$ cat src/rtl/serdes_quad_reset_ctrl_pkg.sv
// Shared types and constants for the SERDES quad reset sequencer.
// Holds the state encoding, status widths and the registered output decode.
package serdes_quad_reset_ctrl_pkg;

    localparam int unsigned STATE_W  = 3;
    localparam int unsigned RETRY_W  = 4;
    localparam int unsigned LOL_EV_W = 8;

    // Safe sequential encoding; codes 5..7 are unused and recover to QUAD_RESET.
    localparam logic [STATE_W-1:0] ENC_QUAD_RESET  = 3'd0;
    localparam logic [STATE_W-1:0] ENC_WAIT_PLOL   = 3'd1;
    localparam logic [STATE_W-1:0] ENC_WAIT_SETTLE = 3'd2;
    localparam logic [STATE_W-1:0] ENC_NORMAL      = 3'd3;
    localparam logic [STATE_W-1:0] ENC_FAULT       = 3'd4;

    typedef enum logic [STATE_W-1:0] {
        ST_QUAD_RESET  = ENC_QUAD_RESET,
        ST_WAIT_PLOL   = ENC_WAIT_PLOL,
        ST_WAIT_SETTLE = ENC_WAIT_SETTLE,
        ST_NORMAL      = ENC_NORMAL,
        ST_FAULT       = ENC_FAULT
    } state_e;

    // Per-state control outputs; tx_pcs_rst is replicated across all lanes.
    typedef struct packed {
        logic rst_qd;
        logic tx_pcs_rst;
        logic rx_sm_rst_n;
        logic ready;
        logic fault;
    } ctrl_out_t;

    localparam ctrl_out_t OUT_RESET = '{
        rst_qd:      1'b1,
        tx_pcs_rst:  1'b1,
        rx_sm_rst_n: 1'b0,
        ready:       1'b0,
        fault:       1'b0
    };

    function automatic ctrl_out_t decode_out(input state_e st);
        ctrl_out_t o;
        o = OUT_RESET;
        case (st)
            ST_QUAD_RESET: o = OUT_RESET;
            ST_WAIT_PLOL,
            ST_WAIT_SETTLE: o.rst_qd = 1'b0;
            ST_NORMAL: begin
                o.rst_qd      = 1'b0;
                o.tx_pcs_rst  = 1'b0;
                o.rx_sm_rst_n = 1'b1;
                o.ready       = 1'b1;
            end
            ST_FAULT: begin
                o.rst_qd = 1'b0;
                o.fault  = 1'b1;
            end
            default: o = OUT_RESET;
        endcase
        return o;
    endfunction

endpackage

$ cat src/rtl/serdes_quad_reset_ctrl_if.sv
// Control/status bundle between the quad reset sequencer and the PCIe core wrapper.
// The slave side is the sequencer; the master side is its environment.
interface serdes_quad_reset_ctrl_if
    import serdes_quad_reset_ctrl_pkg::*;
#(
    parameter int unsigned NUM_CH = 4
);
    logic                tx_pll_lol_qd_s;
    logic                force_rst;
    logic                rst_qd_c;
    logic [NUM_CH-1:0]   tx_pcs_rst_ch_c;
    logic                rx_sm_rst_n;
    logic                ready;
    logic                fault;
    logic [RETRY_W-1:0]  retry_cnt;
    logic [LOL_EV_W-1:0] lol_events;

    modport master (
        output tx_pll_lol_qd_s, force_rst,
        input  rst_qd_c, tx_pcs_rst_ch_c, rx_sm_rst_n, ready, fault, retry_cnt, lol_events
    );

    modport slave (
        input  tx_pll_lol_qd_s, force_rst,
        output rst_qd_c, tx_pcs_rst_ch_c, rx_sm_rst_n, ready, fault, retry_cnt, lol_events
    );
endinterface

$ cat src/rtl/serdes_quad_reset_ctrl_rst_seq_timer.sv
// Saturating dwell timer: counts while enabled until bit [INDEX] sets, then holds.
// clr has priority over en so a restart always begins from zero.
module rst_seq_timer #(
    parameter int unsigned INDEX = 2
) (
    input  logic clk,
    input  logic rst,
    input  logic clr,
    input  logic en,
    output logic done
);
    localparam int unsigned CNT_W = INDEX + 1;

    logic [CNT_W-1:0] cnt;

    always_ff @(posedge clk or posedge rst) begin
        if (rst) begin
            cnt <= '0;
        end else if (clr) begin
            cnt <= '0;
        end else if (en && !cnt[INDEX]) begin
            cnt <= cnt + CNT_W'(1);
        end
    end

    assign done = cnt[INDEX];

endmodule

$ cat src/rtl/serdes_quad_reset_ctrl.sv
// Quad-level reset sequencer for the ECP3 PCIe SERDES/PCS: quad reset pulse,
// bounded PLL-lock wait with retries, then release of TX PCS lanes and the RX reset FSM.
module serdes_quad_reset_ctrl
    import serdes_quad_reset_ctrl_pkg::*;
#(
    parameter int unsigned NUM_CH        = 4,
    parameter int unsigned TIMER1_INDEX  = 2,
    parameter int unsigned TIMER2_INDEX  = 18,
    parameter int unsigned LOCK_TO_INDEX = 20,
    parameter int unsigned MAX_RETRY     = 7
) (
    input  logic                           refclkdiv2,
    input  logic                           rst,
    serdes_quad_reset_ctrl_if.slave        bus
);

    logic                lol_meta;
    logic                plol;
    state_e              state;
    state_e              state_nxt;
    ctrl_out_t           out_nxt;
    ctrl_out_t           out_q;
    logic [RETRY_W-1:0]  retry_cnt;
    logic [RETRY_W-1:0]  retry_inc;
    logic [LOL_EV_W-1:0] lol_events;
    logic                timeout_evt;
    logic                lol_evt;
    logic                t1_done;
    logic                t2_done;
    logic                to_done;
    logic                t1_clr;
    logic                t2_clr;
    logic                to_clr;
    logic                t1_en;
    logic                t2_en;
    logic                to_en;

    // PLL loss-of-lock synchronizer; both stages power up reporting "unlocked".
    always_ff @(posedge refclkdiv2 or posedge rst) begin
        if (rst) begin
            lol_meta <= 1'b1;
            plol     <= 1'b1;
        end else begin
            lol_meta <= bus.tx_pll_lol_qd_s;
            plol     <= lol_meta;
        end
    end

    // Timers clear whenever their state is not the next state, and on a forced restart.
    assign t1_en  = (state == ST_QUAD_RESET);
    assign t2_en  = (state == ST_WAIT_SETTLE);
    assign to_en  = (state == ST_WAIT_PLOL);
    assign t1_clr = (state_nxt != ST_QUAD_RESET)  || bus.force_rst;
    assign t2_clr = (state_nxt != ST_WAIT_SETTLE) || bus.force_rst;
    assign to_clr = (state_nxt != ST_WAIT_PLOL)   || bus.force_rst;

    rst_seq_timer #(.INDEX(TIMER1_INDEX)) u_t1 (
        .clk  (refclkdiv2),
        .rst  (rst),
        .clr  (t1_clr),
        .en   (t1_en),
        .done (t1_done)
    );

    rst_seq_timer #(.INDEX(TIMER2_INDEX)) u_t2 (
        .clk  (refclkdiv2),
        .rst  (rst),
        .clr  (t2_clr),
        .en   (t2_en),
        .done (t2_done)
    );

    rst_seq_timer #(.INDEX(LOCK_TO_INDEX)) u_to (
        .clk  (refclkdiv2),
        .rst  (rst),
        .clr  (to_clr),
        .en   (to_en),
        .done (to_done)
    );

    // Next-state and next-output decode; lock beats a coincident timeout.
    always_comb begin
        state_nxt   = state;
        timeout_evt = 1'b0;
        lol_evt     = 1'b0;
        retry_inc   = retry_cnt + RETRY_W'(1);

        if (bus.force_rst) begin
            state_nxt = ST_QUAD_RESET;
        end else begin
            case (state)
                ST_QUAD_RESET: begin
                    if (t1_done) state_nxt = ST_WAIT_PLOL;
                end
                ST_WAIT_PLOL: begin
                    if (!plol) begin
                        state_nxt = ST_WAIT_SETTLE;
                    end else if (to_done) begin
                        timeout_evt = 1'b1;
                        state_nxt   = (retry_inc == RETRY_W'(MAX_RETRY)) ? ST_FAULT : ST_QUAD_RESET;
                    end
                end
                ST_WAIT_SETTLE: begin
                    if (plol) begin
                        state_nxt = ST_WAIT_PLOL;
                    end else if (t2_done) begin
                        state_nxt = ST_NORMAL;
                    end
                end
                ST_NORMAL: begin
                    if (plol) begin
                        lol_evt   = 1'b1;
                        state_nxt = ST_QUAD_RESET;
                    end
                end
                ST_FAULT: state_nxt = ST_FAULT;
                default:  state_nxt = ST_QUAD_RESET;
            endcase
        end

        out_nxt = decode_out(state_nxt);
    end

    always_ff @(posedge refclkdiv2 or posedge rst) begin
        if (rst) begin
            state <= ST_QUAD_RESET;
        end else begin
            state <= state_nxt;
        end
    end

    // Outputs register the decode of the next state so they move with the state.
    always_ff @(posedge refclkdiv2 or posedge rst) begin
        if (rst) begin
            out_q <= OUT_RESET;
        end else begin
            out_q <= out_nxt;
        end
    end

    // Status counters never wrap.
    always_ff @(posedge refclkdiv2 or posedge rst) begin
        if (rst) begin
            retry_cnt  <= '0;
            lol_events <= '0;
        end else begin
            if (bus.force_rst) begin
                retry_cnt <= '0;
            end else if (timeout_evt && (retry_cnt != RETRY_W'(MAX_RETRY))) begin
                retry_cnt <= retry_inc;
            end
            if (lol_evt && (lol_events != {LOL_EV_W{1'b1}})) begin
                lol_events <= lol_events + LOL_EV_W'(1);
            end
        end
    end

    assign bus.rst_qd_c        = out_q.rst_qd;
    assign bus.tx_pcs_rst_ch_c = {NUM_CH{out_q.tx_pcs_rst}};
    assign bus.rx_sm_rst_n     = out_q.rx_sm_rst_n;
    assign bus.ready           = out_q.ready;
    assign bus.fault           = out_q.fault;
    assign bus.retry_cnt       = retry_cnt;
    assign bus.lol_events      = lol_events;

endmodule
$ cat src/flat_wrapper.sv
// flat-port wrapper written by rule: the top's interface ports become plain ports
module serdes_quad_reset_ctrl_flat import serdes_quad_reset_ctrl_pkg::*;
#(
    parameter int unsigned NUM_CH        = 4,
    parameter int unsigned TIMER1_INDEX  = 2,
    parameter int unsigned TIMER2_INDEX  = 18,
    parameter int unsigned LOCK_TO_INDEX = 20,
    parameter int unsigned MAX_RETRY     = 7
)
  (refclkdiv2, rst, bus_tx_pll_lol_qd_s, bus_force_rst, bus_rst_qd_c, bus_tx_pcs_rst_ch_c, bus_rx_sm_rst_n, bus_ready, bus_fault, bus_retry_cnt, bus_lol_events);
  serdes_quad_reset_ctrl_if #(.NUM_CH(NUM_CH)) bus_i ();
  input  logic refclkdiv2;
  input  logic rst;
  input wire logic [$bits(bus_i.tx_pll_lol_qd_s)-1:0] bus_tx_pll_lol_qd_s;
  input wire logic [$bits(bus_i.force_rst)-1:0] bus_force_rst;
  output wire logic [$bits(bus_i.rst_qd_c)-1:0] bus_rst_qd_c;
  output wire logic [$bits(bus_i.tx_pcs_rst_ch_c)-1:0] bus_tx_pcs_rst_ch_c;
  output wire logic [$bits(bus_i.rx_sm_rst_n)-1:0] bus_rx_sm_rst_n;
  output wire logic [$bits(bus_i.ready)-1:0] bus_ready;
  output wire logic [$bits(bus_i.fault)-1:0] bus_fault;
  output wire logic [$bits(bus_i.retry_cnt)-1:0] bus_retry_cnt;
  output wire logic [$bits(bus_i.lol_events)-1:0] bus_lol_events;
  assign bus_i.tx_pll_lol_qd_s = bus_tx_pll_lol_qd_s;
  assign bus_i.force_rst = bus_force_rst;
  assign bus_rst_qd_c = bus_i.rst_qd_c;
  assign bus_tx_pcs_rst_ch_c = bus_i.tx_pcs_rst_ch_c;
  assign bus_rx_sm_rst_n = bus_i.rx_sm_rst_n;
  assign bus_ready = bus_i.ready;
  assign bus_fault = bus_i.fault;
  assign bus_retry_cnt = bus_i.retry_cnt;
  assign bus_lol_events = bus_i.lol_events;
  serdes_quad_reset_ctrl #(.NUM_CH(NUM_CH), .TIMER1_INDEX(TIMER1_INDEX), .TIMER2_INDEX(TIMER2_INDEX), .LOCK_TO_INDEX(LOCK_TO_INDEX), .MAX_RETRY(MAX_RETRY)) u_core (.refclkdiv2(refclkdiv2), .rst(rst), .bus(bus_i));
endmodule
$ cat config.mk
export PLATFORM = sky130hd
export DESIGN_NAME = serdes_quad_reset_ctrl_flat
export DESIGN_NICKNAME = d
export VERILOG_FILES = /design/src/rtl/serdes_quad_reset_ctrl_pkg.sv /design/src/rtl/serdes_quad_reset_ctrl_if.sv /design/src/rtl/serdes_quad_reset_ctrl_rst_seq_timer.sv /design/src/rtl/serdes_quad_reset_ctrl.sv /design/src/flat_wrapper.sv
export SDC_FILE = /design/constraint.sdc
export NUM_CORES = 1
export LEC_CHECK = 0
export ABC_AREA = 1
export CORE_AREA = 2 2 104 106
export DETAILED_ROUTE_END_ITERATION = 7
export DIE_AREA = 0 0 106 108
export MAX_ROUTING_LAYER = met4
export PLACE_DENSITY = 0.55
export SYNTH_ARGS = -nofsm -noshare
export SYNTH_HDL_FRONTEND = slang
export SYNTH_SLANG_ARGS = --single-unit
$ cat constraint.sdc
create_clock -name refclkdiv2 -period 4.54 [get_ports refclkdiv2]
set_input_delay 0.681 -clock refclkdiv2 [delete_from_list [all_inputs] [get_ports refclkdiv2]]
set_output_delay 0.681 -clock refclkdiv2 [all_outputs]
set_load 0.02 [all_outputs]
==> impl_metrics.yaml <==
cts:
  cts_sinks: 64
  cts_tree: "done"
  clock_latency_ns: 0.34
  cts.clk_slew.worst_paths_ns: 0.07
  cts_resized: 0
  htreeDepth: 3
  cts_setup_buffers: 0
  cts.path.max_buffers: 2
  clock-root-buffer: "clkbuf_8"
  cts_hold_buf: 0
  cts_buffers: 9
critical_path:
  crit_arrival_ns: 2.54
  critical_path.cell_chain: "clkdlybuf4s50_1 > inv_1 > nand4_4 > nor2_1 > nand2_1 > o21ai_0"
  crit_type: "in2reg"
  slowest_stage: "nor2_1"
  reg2reg_to: "u_core.u_t2.cnt[0]$_DFFE_PP0P_"
  crit_required_ns: 4.79
  cpLargestDelayFamily: "simple AND/OR/NAND/NOR gates"
  cp.depth: 6
  start_kind: "input pin"
  r2r_cells: 6
  cpPeakStageDelay_ns: 0.63
  endpoint_kind: "flop"
  critical_path.startpoint: "bus_force_rst"
  rrSetupSlack_ns: 2.63
  r2r_start: "u_core.plol$_DFF_PP1_"
  cp_num_buf_inv: 2
  crit_fanout: 12
  crit_end: "u_core.u_t2.cnt[0]$_DFFE_PP0P_"
timing:
  hold_viol: 0
  tns_ns: 0
  max_clock_freq_mhz: 437.2
  worstMarginPinSlew_ns: 0.8873
  fin_crit_sh_pct: 50.39
  holdWs_ns: 0.3593
  slew_violations: 0
  setup_viol: 0
  finClkSkew_ns: 0.01408
  rsz0062_at_grt: "false"
  min_period_ns: 2.288
  slew_headroom_pct: 40.76
place:
  hpwl_um: 5065
  gp_congestion: 0.8299
  port_buffers: 23
pwr:
  leakagePower_nw: 1.688
  ir_worst_vdd_mv: 0.1156
  p_per_area_mw_per_mm2: 302.8
synthesis:
  synthTopCellsByArea: "dfrtp_1, nand2_1, nor2_1, nand3_1, inv_1"
  synth.most_common_cell: "nand2_1"
  seq_area_frac_synth_pct: 45.12
  syn_avg_cell_area_um2: 7.809
  syn_area_mm2: 0.003561
  synth_ff_type: "dfrtp_1"
  synth_edf_count: 0
  synth-seq-cells: 64
  netlist_instances: 456
  synth.distinct_cells: 36
  ys_warn_count: 0
  ys_async_sr_fraction_pct: 100.0
  synthesis.nets: 466
  yosysTopAreaCellShare_pct: 42.16
  yosys.area.top_type: "dfrtp_1"
  synth.top_cells.by_count: "nand2_1, nor2_1, dfrtp_1"
routing:
  first_pass_iters: 4
  first_iter_violations: 154
  drtAntennaViolNets: 0
  drc: 0
  vias_per_cell: 4.677
  routedWlPerCell_um: 11.38
  drt-total-wl_um: 7087
  vias: 2914
global_routing:
  grt_pass1_wl_um: 12610
  antenna_found_initial: 0
  grt.overflow.total: 0
  grt_pass1_vias: 2878
  grt_max_degree: 42
  gr-usage-all-layers_pct: 13.87
layout:
  multi_input_area_mm2: 0.001730
  register_area_mm2: 0.001607
  nets: 492
  drive_above_1_share_pct: 8.008
  antenna_cells: 0
  layout-area-overhead-vs-synth_pct: 15.71
  n_fill_cell: 1014
floorplan:
  core_area_mm2: 0.01023
  dieArea_mm2: 0.01145
  num_rows: 37
  fp.dieW_um: 106
  dieHeight_um: 108
  ios: 24
  start_util_pct: 34.80
run:
  cap_viol_max_count: 0
run_status:
  status: "completed"
min_path:
  hp-class: "reg2reg"
logic make-up (layout without fill, tap and decap cells):
logic type,Yosys count,after routing,share of synthesized area [%]
DFF,64,64,45.12
xor gates and xnor gates,25,25,6.149
buffers and inverters,50,81,6.289
and+or+nand+nor,286,286,36.47
AOI/OAI and AO/OA,25,25,3.865
adders and majority gates,6,6,2.108
metrics by stage:
step	area, um2	cells	utilization, %	setup WS (ns)	total power, W
2_1_floorplan	3561	456	-	2.268	0.0006865
3_3_place_gp	3899	607	38.11	1.974	0.0007101
3_5_place_dp	3899	607	38.11	1.886	0.0007123
4_1_cts	4120	623	40.27	2.234	0.001266
5_1_grt	4120	623	40.27	2.090	0.001310
6_report	4120	623	40.27	2.252	0.001248
worst min-delay path by stage:
stage | start | to | cells after the start
4_1_cts | u_core.lol_meta$_DFF_PP1_ | u_core.plol$_DFF_PP1_ | 0
2_1_floorplan | u_core.lol_meta$_DFF_PP1_ | u_core.plol$_DFF_PP1_ | 0
3_5_place_dp | u_core.lol_meta$_DFF_PP1_ | u_core.plol$_DFF_PP1_ | 0
5_1_grt | u_core.lol_meta$_DFF_PP1_ | u_core.plol$_DFF_PP1_ | 0
6_report | u_core.lol_meta$_DFF_PP1_ | u_core.plol$_DFF_PP1_ | 0
3_3_place_gp | u_core.lol_meta$_DFF_PP1_ | u_core.plol$_DFF_PP1_ | 0
sequential cells by signal (all words and copies together), names as in the netlist:
name and count:
u_core.u_to.cnt 21, u_core.u_t2.cnt 19, u_core.bus.lol_events 8, u_core.bus.retry_cnt 4, u_core.state 3, u_core.u_t1.cnt 3
u_core.bus.fault 1, u_core.bus.ready 1, u_core.bus.rst_qd_c 1, u_core.bus.tx_pcs_rst_ch_c 1, u_core.lol_meta 1, u_core.plol 1
power by group:
group / leakage, nW / switching [W] / internal, W / total, W
logic: 0.709 / 0.0000708 / 0.0000348 / 0.000106
clock network: 0.106 / 0.000226 / 0.000324 / 0.000550
registers: 0.873 / 0.00000868 / 0.000584 / 0.000593
total: 1.69 / 0.000306 / 0.000942 / 0.00125
cell type report:
cell class                      instances  area share (%)
Sequential cell                        64           38.99
Tap cell                              136           4.130
Inverter                               41           3.735
Timing Repair Buffer                   24           5.770
Clock buffer                           11           3.432
Multi-Input combinational cell        342           42.00
Clock inverter                          5           1.944
cells in the final DEF (no fill, tap or decap):
cell / synthesis / layout
a21oi_1: 14 / 14
a31oi_1: 1 / 1
buf_4: 5 / 1
bufinv_16: 0 / 2
clkbuf_1: 0 / 1
clkbuf_8: 0 / 10
clkdlybuf4s50_1: 0 / 23
clkinv_1: 1 / 1
clkinv_2: 0 / 1
clkinvlp_4: 0 / 2
dfrtp_1: 60 / 60
dfstp_2: 4 / 4
ha_1: 6 / 6
inv_1: 37 / 36
inv_2: 3 / 4
nand2_1: 115 / 115
nand2_2: 3 / 3
nand2_4: 2 / 2
nand3_1: 39 / 39
nand3b_1: 4 / 4
nand3b_4: 1 / 1
nand4_1: 11 / 11
nand4_2: 1 / 1
nand4_4: 1 / 1
nor2_1: 86 / 86
nor2_2: 1 / 1
nor2_4: 3 / 3
nor3_1: 13 / 13
nor3_2: 1 / 1
nor3b_1: 2 / 2
nor3b_2: 1 / 1
nor4_1: 1 / 1
o21ai_0: 5 / 5
o21ai_1: 1 / 1
o21ai_2: 1 / 1
o21bai_1: 2 / 2
o31ai_1: 1 / 1
or2_0: 1 / 1
xnor2_1: 13 / 13
xor2_1: 12 / 12
metal layers:
metal	part of all wire [%]	vias up	track usage, %
met5	0	-	-
met2	45	39	21.80
met3	2.7	9	2.532
met1	51	1351	18.11
li1	-	1515	-
met4	1.2	0	4.887
Power figures use the tool's default switching activity.
==> RTL change 1: new RTL, config.mk and constraints unchanged <==
`LOCK_TO_INDEX` is set to 20 in 2 places; all go to 10.
--- a/src/rtl/serdes_quad_reset_ctrl.sv
+++ b/src/rtl/serdes_quad_reset_ctrl.sv
@@ -7,5 +7,5 @@
     parameter int unsigned TIMER1_INDEX  = 2,
     parameter int unsigned TIMER2_INDEX  = 18,
-    parameter int unsigned LOCK_TO_INDEX = 20,
+    parameter int unsigned LOCK_TO_INDEX = 10,
     parameter int unsigned MAX_RETRY     = 7
 ) (
--- a/src/flat_wrapper.sv
+++ b/src/flat_wrapper.sv
@@ -5,5 +5,5 @@
     parameter int unsigned TIMER1_INDEX  = 2,
     parameter int unsigned TIMER2_INDEX  = 18,
-    parameter int unsigned LOCK_TO_INDEX = 20,
+    parameter int unsigned LOCK_TO_INDEX = 10,
     parameter int unsigned MAX_RETRY     = 7
 )
Behaviour: same outputs for any inputs over 10 cycles, from zero or initial values and one cycle with rst high; that may be too few to reach the edited logic, so the function may still have changed.
==> RTL change 1 against the original RTL <==
Utilization down 7.0 points. Maximum frequency grew 6.5%. Setup slack gained 0.14 ns. First-iteration DRC count is 24% lower. Wire length is 19% lower. Clock power down 41%. Largest power group unchanged. Count of clock-buffer cells in the layout fell by 5. Final cell count decreased by 17%. Sequential share of layout area up 0.85 points. Area after synthesis shrank 17%. Design area shrank 17%. Power is 23% lower. Register-to-register slack worse by 0.15 ns. Sequential cell count fell by 10.
==> RTL change 1: results (changes against the original RTL) <==
metric,value,unit,change
via count,2262,,-22%
total global-route track usage,10.9,%,-2.9 points
vias in the first global route,2128,,-26%
"Max FO, Critical Path",4,,-8
non-clock buffer share of cell area,6.98,%,+1.2 points
Synth Register Bits,54,,-16%
Peak VDD IR,0.000116,V,+0.51%
Pleak,0.00138,uW,-18%
M1 WL,2840,um,-21%
sequential area share after synthesis,46.0,%,+0.86 points
nonclk inv count,37,,-9.8%
met3 WL,124,um,-36%
fillers,1067,,+5.2%
first-pass GRT wire length,9990,um,-21%
dpl ws,2.05,ns,+0.160 ns
Rel. slew slack,46.5,%,+5.8 points
TritonCTS Buffers,5,,-4
multi-input combinational area share,40.8,%,-1.2 points
Mapped Nets,367,,-21%
DPL Wire Length,4250,um,-16%
largest cells by area after synthesis,"dfrtp_1 42%, nand2_1 11%, nor2_1 6.5%, xor2_1 4.2%, inv_1 4.1%",,
layout cells sized above 1,11.0,%,+3.0 points
Storage cell area,1360,sq um,-16%
Top Registers,"u_core.u_t2.cnt: 19 flops, u_core.u_to.cnt: 11 flops, u_core.bus.lol_events: 8 flops",,
DRT iter0 DRCs,117,,-24%
CP max stage delay,0.60,ns,-0.03 ns
status,finished clean,,
clk slew on worst S/H paths,0.09,ns,+0.02 ns
clock skew,0.0104,ns,-0.00365 ns
wire length on met2,2700,um,-16%
==> RTL change 1: changes by cell type after synthesis, moves of 3 or more <==
cell,delta
nor3_1,-4
nand3_1,-16
dfrtp_1,-10
inv_1,-5
nand2_1,-26
nor2_2,+9
nand2_2,-3
nor2_1,-35
nand3_2,+4
xnor2_1,-5
a21oi_1,-4
==> RTL change 1: stage by stage <==
stage	util, %	power, uW	std cells	hold WS (ns)
3_5_place_dp	32.2	651	509	0.357
2_1_floorplan	-	620	357	0.345
6_report	33.3	962	517	0.370
3_3_place_gp	32.2	647	509	0.358
5_1_grt	33.3	1020	517	0.380
4_1_cts	33.3	979	517	0.372
==> RTL change 1: metal layers <==
layer | up-vias | GRT usage (%)
met3 | 2 | 1.99
met2 | 32 | 17.9
li1 | 1178 | -
met5 | - | -
met4 | 0 | 2.82
met1 | 1050 | 14.1
==> RTL change 1: cells by family after synthesis <==
kind of cell,share of synthesized area [%]
simple gates,34.6
flops,46.0
buf+inv,6.91
xor+xnor,6.53
compound gates,3.48
fa+ha+maj,2.54
==> RTL change 1: worst paths after layout <==
kind	startpoint	to	slack (ns)	cells past startpoint
max in group asynchronous	rst	u_core.bus.tx_pcs_rst_ch_c[0]	2.89	3
hold reg to reg	u_core.lol_meta	u_core.plol	0.37	0
setup reg to reg	u_core.state[2]	u_core.u_to.cnt[7]	2.48	8
setup / recovery	u_core.bus.tx_pcs_rst_ch_c[0]	bus_tx_pcs_rst_ch_c[2]	2.39	1
min in group asynchronous	rst	u_core.u_t2.cnt[8]	0.85	2
hold / removal	u_core.lol_meta	u_core.plol	0.37	0
==> RTL change 1: power by group <==
part,total (uW),leakage [uW],switching [uW],internal [uW]
Sequential,511,0.000732,13.5,498
Combinational,128,0.000592,84.6,43.4
Clock,323,0.0000554,158,166
Total,962,0.00138,256,707
==> RTL change 2: new RTL, same settings <==
Without the edit above. Make the reset (`rst`) synchronous in 5 clocked blocks.
--- a/src/rtl/serdes_quad_reset_ctrl_rst_seq_timer.sv
+++ b/src/rtl/serdes_quad_reset_ctrl_rst_seq_timer.sv
@@ -14,5 +14,5 @@
     logic [CNT_W-1:0] cnt;
 
-    always_ff @(posedge clk or posedge rst) begin
+    always_ff @(posedge clk) begin
         if (rst) begin
             cnt <= '0;
--- a/src/rtl/serdes_quad_reset_ctrl.sv
+++ b/src/rtl/serdes_quad_reset_ctrl.sv
@@ -37,5 +37,5 @@
 
     // PLL loss-of-lock synchronizer; both stages power up reporting "unlocked".
-    always_ff @(posedge refclkdiv2 or posedge rst) begin
+    always_ff @(posedge refclkdiv2) begin
         if (rst) begin
             lol_meta <= 1'b1;
@@ -122,5 +122,5 @@
     end
 
-    always_ff @(posedge refclkdiv2 or posedge rst) begin
+    always_ff @(posedge refclkdiv2) begin
         if (rst) begin
             state <= ST_QUAD_RESET;
@@ -131,5 +131,5 @@
 
     // Outputs register the decode of the next state so they move with the state.
-    always_ff @(posedge refclkdiv2 or posedge rst) begin
+    always_ff @(posedge refclkdiv2) begin
         if (rst) begin
             out_q <= OUT_RESET;
@@ -140,5 +140,5 @@
 
     // Status counters never wrap.
-    always_ff @(posedge refclkdiv2 or posedge rst) begin
+    always_ff @(posedge refclkdiv2) begin
         if (rst) begin
             retry_cnt  <= '0;
Behaviour: differs if rst is asserted again (counterexample within 10 cycles, from zero or initial values and one cycle with rst high); with rst held inactive, the same outputs for 10 cycles.
==> RTL change 2 against the original RTL <==
Wire length decreased by 2.1%. Highest routed layer unchanged. Hold slack better by 0.053 ns. Setup slack lost 0.12 ns. Via count is 2.1% higher. Design area down 6.7%. Sequential cell count unchanged. Final cell count rose by 3.2%. Maximum frequency decreased by 5.1%. Area after synthesis down 7.6%.
Power is not compared: it rests on default switching activity, and its combinational part moved more than twofold at a synthesized area within 25%.
==> RTL change 2: results (changes against the original RTL) <==
metric,value,unit,change
Synth async-reset ratio,0,%,-100 points
unique cell type count in the Yosys netlist,35,,-2.8%
Synth top cells by count,"139 x nand2_1, 70 x nor2_1, 64 x dfxtp_1",,
Hold Crit Depth,1,,+1
Mapped Nets,488,,+4.7%
fillers,1098,,+8.3%
vias in the first global route,2813,,-2.3%
wire per inst,10.8,um,-5.2%
sequential area share after synthesis,38.9,%,-6.2 points
largest cells by area after synthesis,"dfxtp_1 39%, nand2_1 16%, nor2_1 8.0%, a21oi_1 4.9%, inv_1 4.6%",,
clock skew,0.0131,ns,-0.00102 ns
first-pass GRT wire length,12200,um,-2.9%
CP max stage delay,0.61,ns,-0.02 ns
status,finished clean,,
DRT iter0 DRCs,73,,-53%
Worst Tran Pin Value,0.846,ns,-0.0412 ns
total global-route track usage,13.7,%,-0.17 points
post-DR vias/cell,4.63,,-1.1%
layout cells sized above 1,7.69,%,-0.32 points
Nets,512,,+4.1%
largest net degree at the start of global routing,22,,-48%
Main synth FF type,dfxtp_1,,
area post-placement,3630,sq um,-6.9%
Critical-path top delay cell,clkdlybuf4s50_1,,
Placer Congestion,0.854,,+2.9%
-- RTL change 2: cell types whose count changed after synthesis, sizes merged, moves of 5 or more --
cell | before | now
a21oi | 14 | 33
inv | 40 | 45
dfxtp | 0 | 64
dfrtp | 60 | 0
nand3 | 39 | 27
nor2 | 90 | 78
nand2 | 120 | 143
-- RTL change 2: worst paths after layout --
| check | start | to | slack [ns] |
|---|---|---|---|
| worst max register to register | u_core.state[1] | u_core.u_to.cnt[18] | 2.47 |
| worst min register to register | u_core.lol_meta | u_core.plol | 0.41 |
| worst max-delay path | bus_force_rst | u_core.u_to.cnt[18] | 2.13 |
| worst min-delay path | u_core.lol_meta | u_core.plol | 0.41 |
-- RTL change 2: layout make-up --
cell class              count  share of cell area, %
multi-input cells         359                   46.2
flip-flops and latches     64                   33.3
repair buffers             23                   5.99
clock buffers              14                   4.75
well taps                 136                   4.42
inverters                  45                   4.39
clock inverters             2                  0.911
-- RTL change 2: power by group through the flow --
stage	Combinational [uW]	Clock, uW	Sequential, uW
after floorplan	8.04	0	577
after global placement	13.2	0	577
after detailed placement	13.7	0	577
after CTS	13.7	550	564
after global routing	15.4	570	564
final	13.5	529	564
-- RTL change 2: cells by family (layout without fill, tap and decap cells) --
| family | count (synthesis) | count (layout) | share of synthesized area, % |
|---|---|---|---|
| compound gates | 47 | 47 | 7.68 |
| xor+xnor | 28 | 28 | 7.45 |
| fa+ha+maj | 6 | 6 | 2.28 |
| buf+inv | 55 | 84 | 7.07 |
| flops | 64 | 64 | 38.9 |
| simple gates | 278 | 278 | 36.6 |
-- RTL change 2: worst register-to-register path: stages (launching register included) --
cell and delay, ns:
dfxtp_1 0.46, nand2_2 0.14, nor2_1 0.11, nand2_1 0.05, nand2_1 0.09, nor2_1 0.07, nor2_2 0.09, nand3_1 0.59
a21oi_1 0.37
-- RTL change 2: layer usage --
layer | GRT usage (%) | wire [um]
met2 | 21.5 | 3020
met4 | 5.36 | 131
met1 | 17.0 | 3550
met3 | 3.50 | 233
met5 | - | 0
-- RTL change 2: metrics by stage --
step	cells	setup slack, ns	util, %	hold slack [ns]
floorplan	478	2.98	-	0.389
global placement	627	1.90	35.5	0.393
detailed placement	627	1.79	35.5	0.397
CTS	643	2.15	37.6	0.415
global route	643	1.94	37.6	0.442
finish	643	2.13	37.6	0.412
